[src/rtl/game_undo_stack.sv]
// Move-history LIFO with a reverse-move engine for the Sokoban core.
// Each pushed move can be undone; the block returns the game state from before that move.
module game_undo_stack #(
    parameter int DEPTH = 16,
    parameter int PTR_W = 4
) (
    input  logic             clk,
    input  logic             rst_n,
    input  logic             clear,
    input  logic             push_valid,
    input  logic [1:0]       push_dir,
    input  logic             push_box,
    input  logic             undo_req,
    input  logic [133:0]     game_state,
    output logic [133:0]     game_state_prev,
    output logic             undo_valid,
    output logic             undo_fail,
    output logic             busy,
    output logic [PTR_W:0]   count
);

    typedef struct packed {
        logic       box;
        logic [1:0] dir;
    } rec_t;

    typedef enum logic [1:0] {IDLE, FETCH, APPLY} state_t;

    localparam logic [PTR_W:0] FULL = (PTR_W+1)'(DEPTH);

    rec_t               mem [DEPTH];
    rec_t               rec_rd;
    logic [PTR_W-1:0]   wr_ptr;
    state_t             state, state_nxt;
    logic               do_push, undo_acc, start_undo, fail_nxt;

    logic [63:0]        way_in, box_in, way_rev, box_rev;
    logic [2:0]         mx, my, px, py, fx, fy;
    logic [5:0]         m_idx, f_idx;

    // State register
    always_ff @(posedge clk or negedge rst_n) begin
        if (!rst_n) state <= IDLE;
        else        state <= state_nxt;
    end

    // Next-state logic; clear aborts anything in flight
    always_comb begin
        state_nxt = state;
        if (clear) begin
            state_nxt = IDLE;
        end else begin
            case (state)
                IDLE:    if (start_undo) state_nxt = FETCH;
                FETCH:   state_nxt = APPLY;
                APPLY:   state_nxt = IDLE;
                default: state_nxt = IDLE;
            endcase
        end
    end

    // Output / control decode; a push in the same cycle as an undo request wins
    always_comb begin
        busy       = (state != IDLE);
        do_push    = !clear && (state == IDLE) && push_valid;
        undo_acc   = !clear && (state == IDLE) && undo_req && !push_valid;
        start_undo = undo_acc && (count != '0);
        fail_nxt   = undo_acc && (count == '0);
    end

    // Reverse move: man steps back against dir; a pushed box is pulled back onto the man's cell
    always_comb begin
        rec_rd = mem[wr_ptr - PTR_W'(1)];
        way_in = game_state[133:70];
        box_in = game_state[69:6];
        my     = game_state[5:3];
        mx     = game_state[2:0];
        px = mx; py = my; fx = mx; fy = my;
        case (rec_rd.dir)
            2'd0: begin px = mx - 3'd1; fx = mx + 3'd1; end
            2'd1: begin px = mx + 3'd1; fx = mx - 3'd1; end
            2'd2: begin py = my - 3'd1; fy = my + 3'd1; end
            default: begin py = my + 3'd1; fy = my - 3'd1; end
        endcase
        m_idx   = {my, mx};
        f_idx   = {fy, fx};
        way_rev = way_in;
        box_rev = box_in;
        if (rec_rd.box) begin
            box_rev[f_idx] = 1'b0;
            box_rev[m_idx] = 1'b1;
            way_rev[f_idx] = 1'b1;
            way_rev[m_idx] = 1'b0;
        end
    end

    // Record storage carries no reset; only entries below count are ever read
    always_ff @(posedge clk) begin
        if (do_push) mem[wr_ptr] <= '{box: push_box, dir: push_dir};
    end

    // The result is registered at the end of FETCH so undo_valid lands two cycles after
    // acceptance; APPLY keeps busy high while the controller writes the state back.
    always_ff @(posedge clk or negedge rst_n) begin
        if (!rst_n) begin
            wr_ptr          <= '0;
            count           <= '0;
            undo_valid      <= 1'b0;
            undo_fail       <= 1'b0;
            game_state_prev <= '0;
        end else if (clear) begin
            wr_ptr     <= '0;
            count      <= '0;
            undo_valid <= 1'b0;
            undo_fail  <= 1'b0;
        end else begin
            undo_valid <= 1'b0;
            undo_fail  <= fail_nxt;
            if (do_push) begin
                wr_ptr <= wr_ptr + PTR_W'(1);
                if (count != FULL) count <= count + (PTR_W+1)'(1);
            end
            if (state == FETCH) begin
                game_state_prev <= {way_rev, box_rev, py, px};
                undo_valid      <= 1'b1;
                wr_ptr          <= wr_ptr - PTR_W'(1);
                count           <= count - (PTR_W+1)'(1);
            end
        end
    end

endmodule

[config.mk]
export PLATFORM = sky130hd
export DESIGN_NAME = game_undo_stack
export DESIGN_NICKNAME = d
export VERILOG_FILES = /design/src/rtl/game_undo_stack.sv
export SDC_FILE = /design/constraint.sdc
export NUM_CORES = 1
export LEC_CHECK = 0
export CORE_ASPECT_RATIO = 0.7
export CORE_MARGIN = 1.5
export CORE_UTILIZATION = 50
export CTS_BUF_LIST = sky130_fd_sc_hd__clkbuf_4 sky130_fd_sc_hd__clkbuf_8
export DETAILED_ROUTE_END_ITERATION = 16
export GPL_ROUTABILITY_DRIVEN = 0
export GPL_TIMING_DRIVEN = 0
export PLACE_DENSITY = 0.84
export SLEW_MARGIN = 0
export SYNTH_ARGS = -nofsm -noshare
export SYNTH_HDL_FRONTEND = slang
export SYNTH_SLANG_ARGS = --single-unit
[constraint.sdc]
create_clock -name clk -period 4.2 [get_ports clk]
set_clock_uncertainty 0.1 [all_clocks]
set_input_delay 0.42 -clock clk [delete_from_list [all_inputs] [get_ports clk]]
set_output_delay 0.42 -clock clk [all_outputs]
set_load 0.02 [all_outputs]
==> impl_metrics.env <==
export IMPL_outcome="finished clean"
export IMPL_critical_path_endpoint_type="register"
export IMPL_drt_pass1_iter_count=7
export IMPL_power_density_mw_per_mm2=663
export IMPL_synth_area_per_inst_um2=10.1
export IMPL_fp_dieArea_mm2=0.0206
export IMPL_worstSetupPathType="reg -> reg"
export IMPL_power_static_leakage_nw=5.42
export IMPL_synth_top_area_frac=0.373
export IMPL_number_of_warnings_reported_in_the_yosys_synthesis_log=0
export IMPL_core_area_mm2=0.0191
export IMPL_combPwrFrac=0.532
export IMPL_sum_of_negative_setup_slack_ns=0
export IMPL_post_route_period_util=0.980
export IMPL_pre_cts_ws_ns=-0.812
export IMPL_mappedNetlistArea_mm2=0.00985
export IMPL_max_cap_viol_count=0
export IMPL_clockRootBuffer="sky130_fd_sc_hd__clkbuf_8"
export IMPL_clock_sink_count=195
export IMPL_synth_edff_count=48
export IMPL_wl_per_cell_um=25.7
export IMPL_number_of_pins_exceeding_their_max_slew_limit_in_the_final_report=0
export IMPL_switching_power_mw=3.91
export IMPL_fin_nets=1449
export IMPL_max_vdd_ir_drop_mv=0.397
export IMPL_worst_case_setup_margin_in_the_final_layout_ns=0.0835
export IMPL_internal_power_mw=5.26
export IMPL_timing_worst_slew_pin_value_ns=1.18
export IMPL_multiInputGateArea_mm2=0.00450
export IMPL_drt_initial_drc_count=1660
export IMPL_buffer_ports_inserted=281
export IMPL_critical_path_max_fanout=10
export IMPL_yosysMostFrequentCell="sky130_fd_sc_hd__dfrtp_1"
export IMPL_grt_first_pass_wirelength_mm=58.7
export IMPL_die_height_um=120
export IMPL_placement_rows=42
export IMPL_wirelength_met1_mm=14.8
export IMPL_slew_headroom=0.204
export IMPL_longest_clk_path_bufs=2
export IMPL_design_area_mm2=0.0138
export IMPL_ys_seq_elements=195
export IMPL_final_global_route_overflow_total=0
export IMPL_post_drt_via_cell_ratio=6.64
export IMPL_antenna_diode_count=0
export IMPL_setup_viol_count_final=0
export IMPL_signal_arrival_time_at_the_worst_endpoint_ns=4.38
export IMPL_finish_utilization=0.725
export IMPL_antenna_found_initial=1
export IMPL_synth_async_reset_ratio=0.754
export IMPL_grt_start_max_net_pins=81
export IMPL_track_usage=0.391
export IMPL_routed_wirelength_mm=40.4
export IMPL_top_layer="met5"
export IMPL_synth_top_cell_by_area="sky130_fd_sc_hd__dfrtp_1"
export IMPL_tritoncts_num_buffers=17
export IMPL_cts_max_level=4
export IMPL_worst_path_largest_cell_delay_ns=0.56
export IMPL_initial_utilization=0.516
export IMPL_worstSkewPairLatency_ns=0.50
export IMPL_syn_instance_count=978
export IMPL_max_freq_mhz=243
export IMPL_nFillCells=1356
export IMPL_register_cell_area_after_layout_mm2=0.00512
export IMPL_drt_drc_violations_left=0
export IMPL_synthFlopType="sky130_fd_sc_hd__dfrtp_1"
export IMPL_layout_min_cycle_time_ns=4.12
export IMPL_drive_above_1_share=0.0987
export IMPL_place_area_mm2=0.0130
export IMPL_yosys_cell_types_count=66
export IMPL_seq_area_frac_synth=0.520
export IMPL_die_w_um=171
export IMPL_clockPowerShare=0.134
export IMPL_setup_worst_path_start_class="register"
export IMPL_num_vias=10400
export IMPL_worstHoldPathType="in -> reg"
export IMPL_grt_pass1_vias=9899
export IMPL_tritoncts_clock_tree="done"
export IMPL_place_hpwl_mm=29.8
export IMPL_finalHoldViolCount=0
export IMPL_cp_cell_sequence="buf_6, buf_6, inv_2, ha_1, clkbuf_4, mux2i_1, mux4_2, mux2i_4, buf_4, xnor2_1, nor2_1, and3_1, buf_4, a31oi_1"
export IMPL_critPathSlowestCell="sky130_fd_sc_hd__mux4_2"
export IMPL_required_ns=4.46
export IMPL_postRouteAntennaNets=0
export IMPL_worst_setup_hold_path_clk_slew_ns=0.11
export IMPL_p_seq_frac=0.335
export IMPL_net_sw_frac=0.427
export IMPL_netlist_top_cells_count="147 x sky130_fd_sc_hd__dfrtp_1, 99 x sky130_fd_sc_hd__o21ai_0, 89 x sky130_fd_sc_hd__a21oi_1, 80 x sky130_fd_sc_hd__nor2_1, 78 x sky130_fd_sc_hd__nand2_1"
export IMPL_synthesis_nets=1133
export IMPL_dr_wl_met2_mm=17.0
export IMPL_largest_cells_by_area_after_synthesis="sky130_fd_sc_hd__dfrtp_1 37%, sky130_fd_sc_hd__edfxtp_1 15%, sky130_fd_sc_hd__o21ai_0 5.0%, sky130_fd_sc_hd__a21oi_1 4.5%, sky130_fd_sc_hd__nor2_1 3.0%"
export IMPL_detailroute_wirelength_met3_mm=6.85
export IMPL_ioPinCount=284
export IMPL_post_synthesis_to_final_layout_area_growth_pct=40.3
path summary, 6_finish.rpt:
path | start | to | slack (ns) | depth (start not counted)
max | wr_ptr[0] | game_state_prev[58] | 0.08 | 14
min | clear | wr_ptr[3] | 0.21 | 2
max reg2reg | wr_ptr[0] | game_state_prev[58] | 0.08 | 14
min reg2reg | game_state_prev[3] | game_state_prev[3] | 0.40 | 2
max in group asynchronous | rst_n | game_state_prev[33] | 2.75 | 3
min in group asynchronous | rst_n | game_state_prev[107] | 0.40 | 2
sequential cells by signal, summed over array words and instances (netlist names):
name and flops:
game_state_prev 134, mem 48, count 5, wr_ptr 4
state 2, undo_fail 1, undo_valid 1
per-layer routing:
metal / up-vias / track usage
li1: 4296 / -
met1: 4971 / 0.544
met2: 996 / 0.550
met3: 161 / 0.137
met4: 4 / 0.168
met5: - / 0.0128
timing repair:
action	CTS	global route
buffers inserted	6	11
pin swaps	5	5
endpoints found under the hold margin	67	0
hold buffers	1	0
gates resized for setup	26	21
endpoints found under the setup margin	128	125
logic make-up (layout without fill, tap and decap cells):
| group | Yosys count | count (layout) | share of synthesized area |
|---|---|---|---|
| adder cells (fa/ha/maj) | 13 | 13 | 0.0173 |
| XOR/XNOR | 14 | 14 | 0.0124 |
| multiplexers | 28 | 28 | 0.0439 |
| AO/OA/AOI/OAI | 361 | 361 | 0.231 |
| buffers and inverters | 101 | 430 | 0.0432 |
| flip-flops | 195 | 195 | 0.520 |
| AND/OR/NAND/NOR | 266 | 266 | 0.133 |
power by group through the flow:
stage / clock network, mW / registers (mW) / logic [mW]
6_report: 1.22 / 3.07 / 4.88
5_1_grt: 1.28 / 3.12 / 5.11
4_1_cts: 1.20 / 3.04 / 4.65
3_5_place_dp: 0 / 3.07 / 4.52
3_3_place_gp: 0 / 3.06 / 4.43
2_1_floorplan: 0 / 3.81 / 1.57
final cells by class:
type                            count  share of cell area
Tap cell                          264              0.0239
Clock buffer                       20              0.0190
Clock inverter                     12             0.00860
Sequential cell                   195               0.370
Multi-Input combinational cell    682               0.326
Timing Repair Buffer              301               0.220
Buffer                             66              0.0234
Inverter                           31             0.00842
through the flow:
step | hold slack, ns | power [mW] | std cells
2_1_floorplan | 0.0244 | 5.39 | 978
3_3_place_gp | 0.366 | 7.49 | 1523
3_5_place_dp | 0.367 | 7.59 | 1524
4_1_cts | 0.208 | 8.89 | 1562
5_1_grt | 0.252 | 9.51 | 1571
6_report | 0.214 | 9.17 | 1571
layout by cell type (no fill, tap or decap), types with 13 or more instances in the layout:
master	instances
sky130_fd_sc_hd__inv_1	25
sky130_fd_sc_hd__o22ai_1	35
sky130_fd_sc_hd__clkdlybuf4s50_1	280
sky130_fd_sc_hd__edfxtp_1	48
sky130_fd_sc_hd__nor2_1	79
sky130_fd_sc_hd__a31oi_1	19
sky130_fd_sc_hd__buf_4	16
sky130_fd_sc_hd__clkbuf_8	18
sky130_fd_sc_hd__nor3_1	14
sky130_fd_sc_hd__a21o_1	14
sky130_fd_sc_hd__dfrtp_1	147
sky130_fd_sc_hd__nand2_1	78
sky130_fd_sc_hd__a221oi_1	13
sky130_fd_sc_hd__a21oi_1	89
sky130_fd_sc_hd__clkbuf_1	45
sky130_fd_sc_hd__nand3_1	21
sky130_fd_sc_hd__o21ai_0	99
critical path: cells and delay by family, from the launching register on:
kind                       cells  cell delay (ns)
buffers and inverters          6             1.17
adders and majority gates      1             0.30
AOI/OAI and AO/OA              1             0.11
and+or+nand+nor                2             0.71
muxes                          3             1.00
xor gates and xnor gates       1             0.19
DFF                            1             0.41
Power figures use the tool's default switching activity.
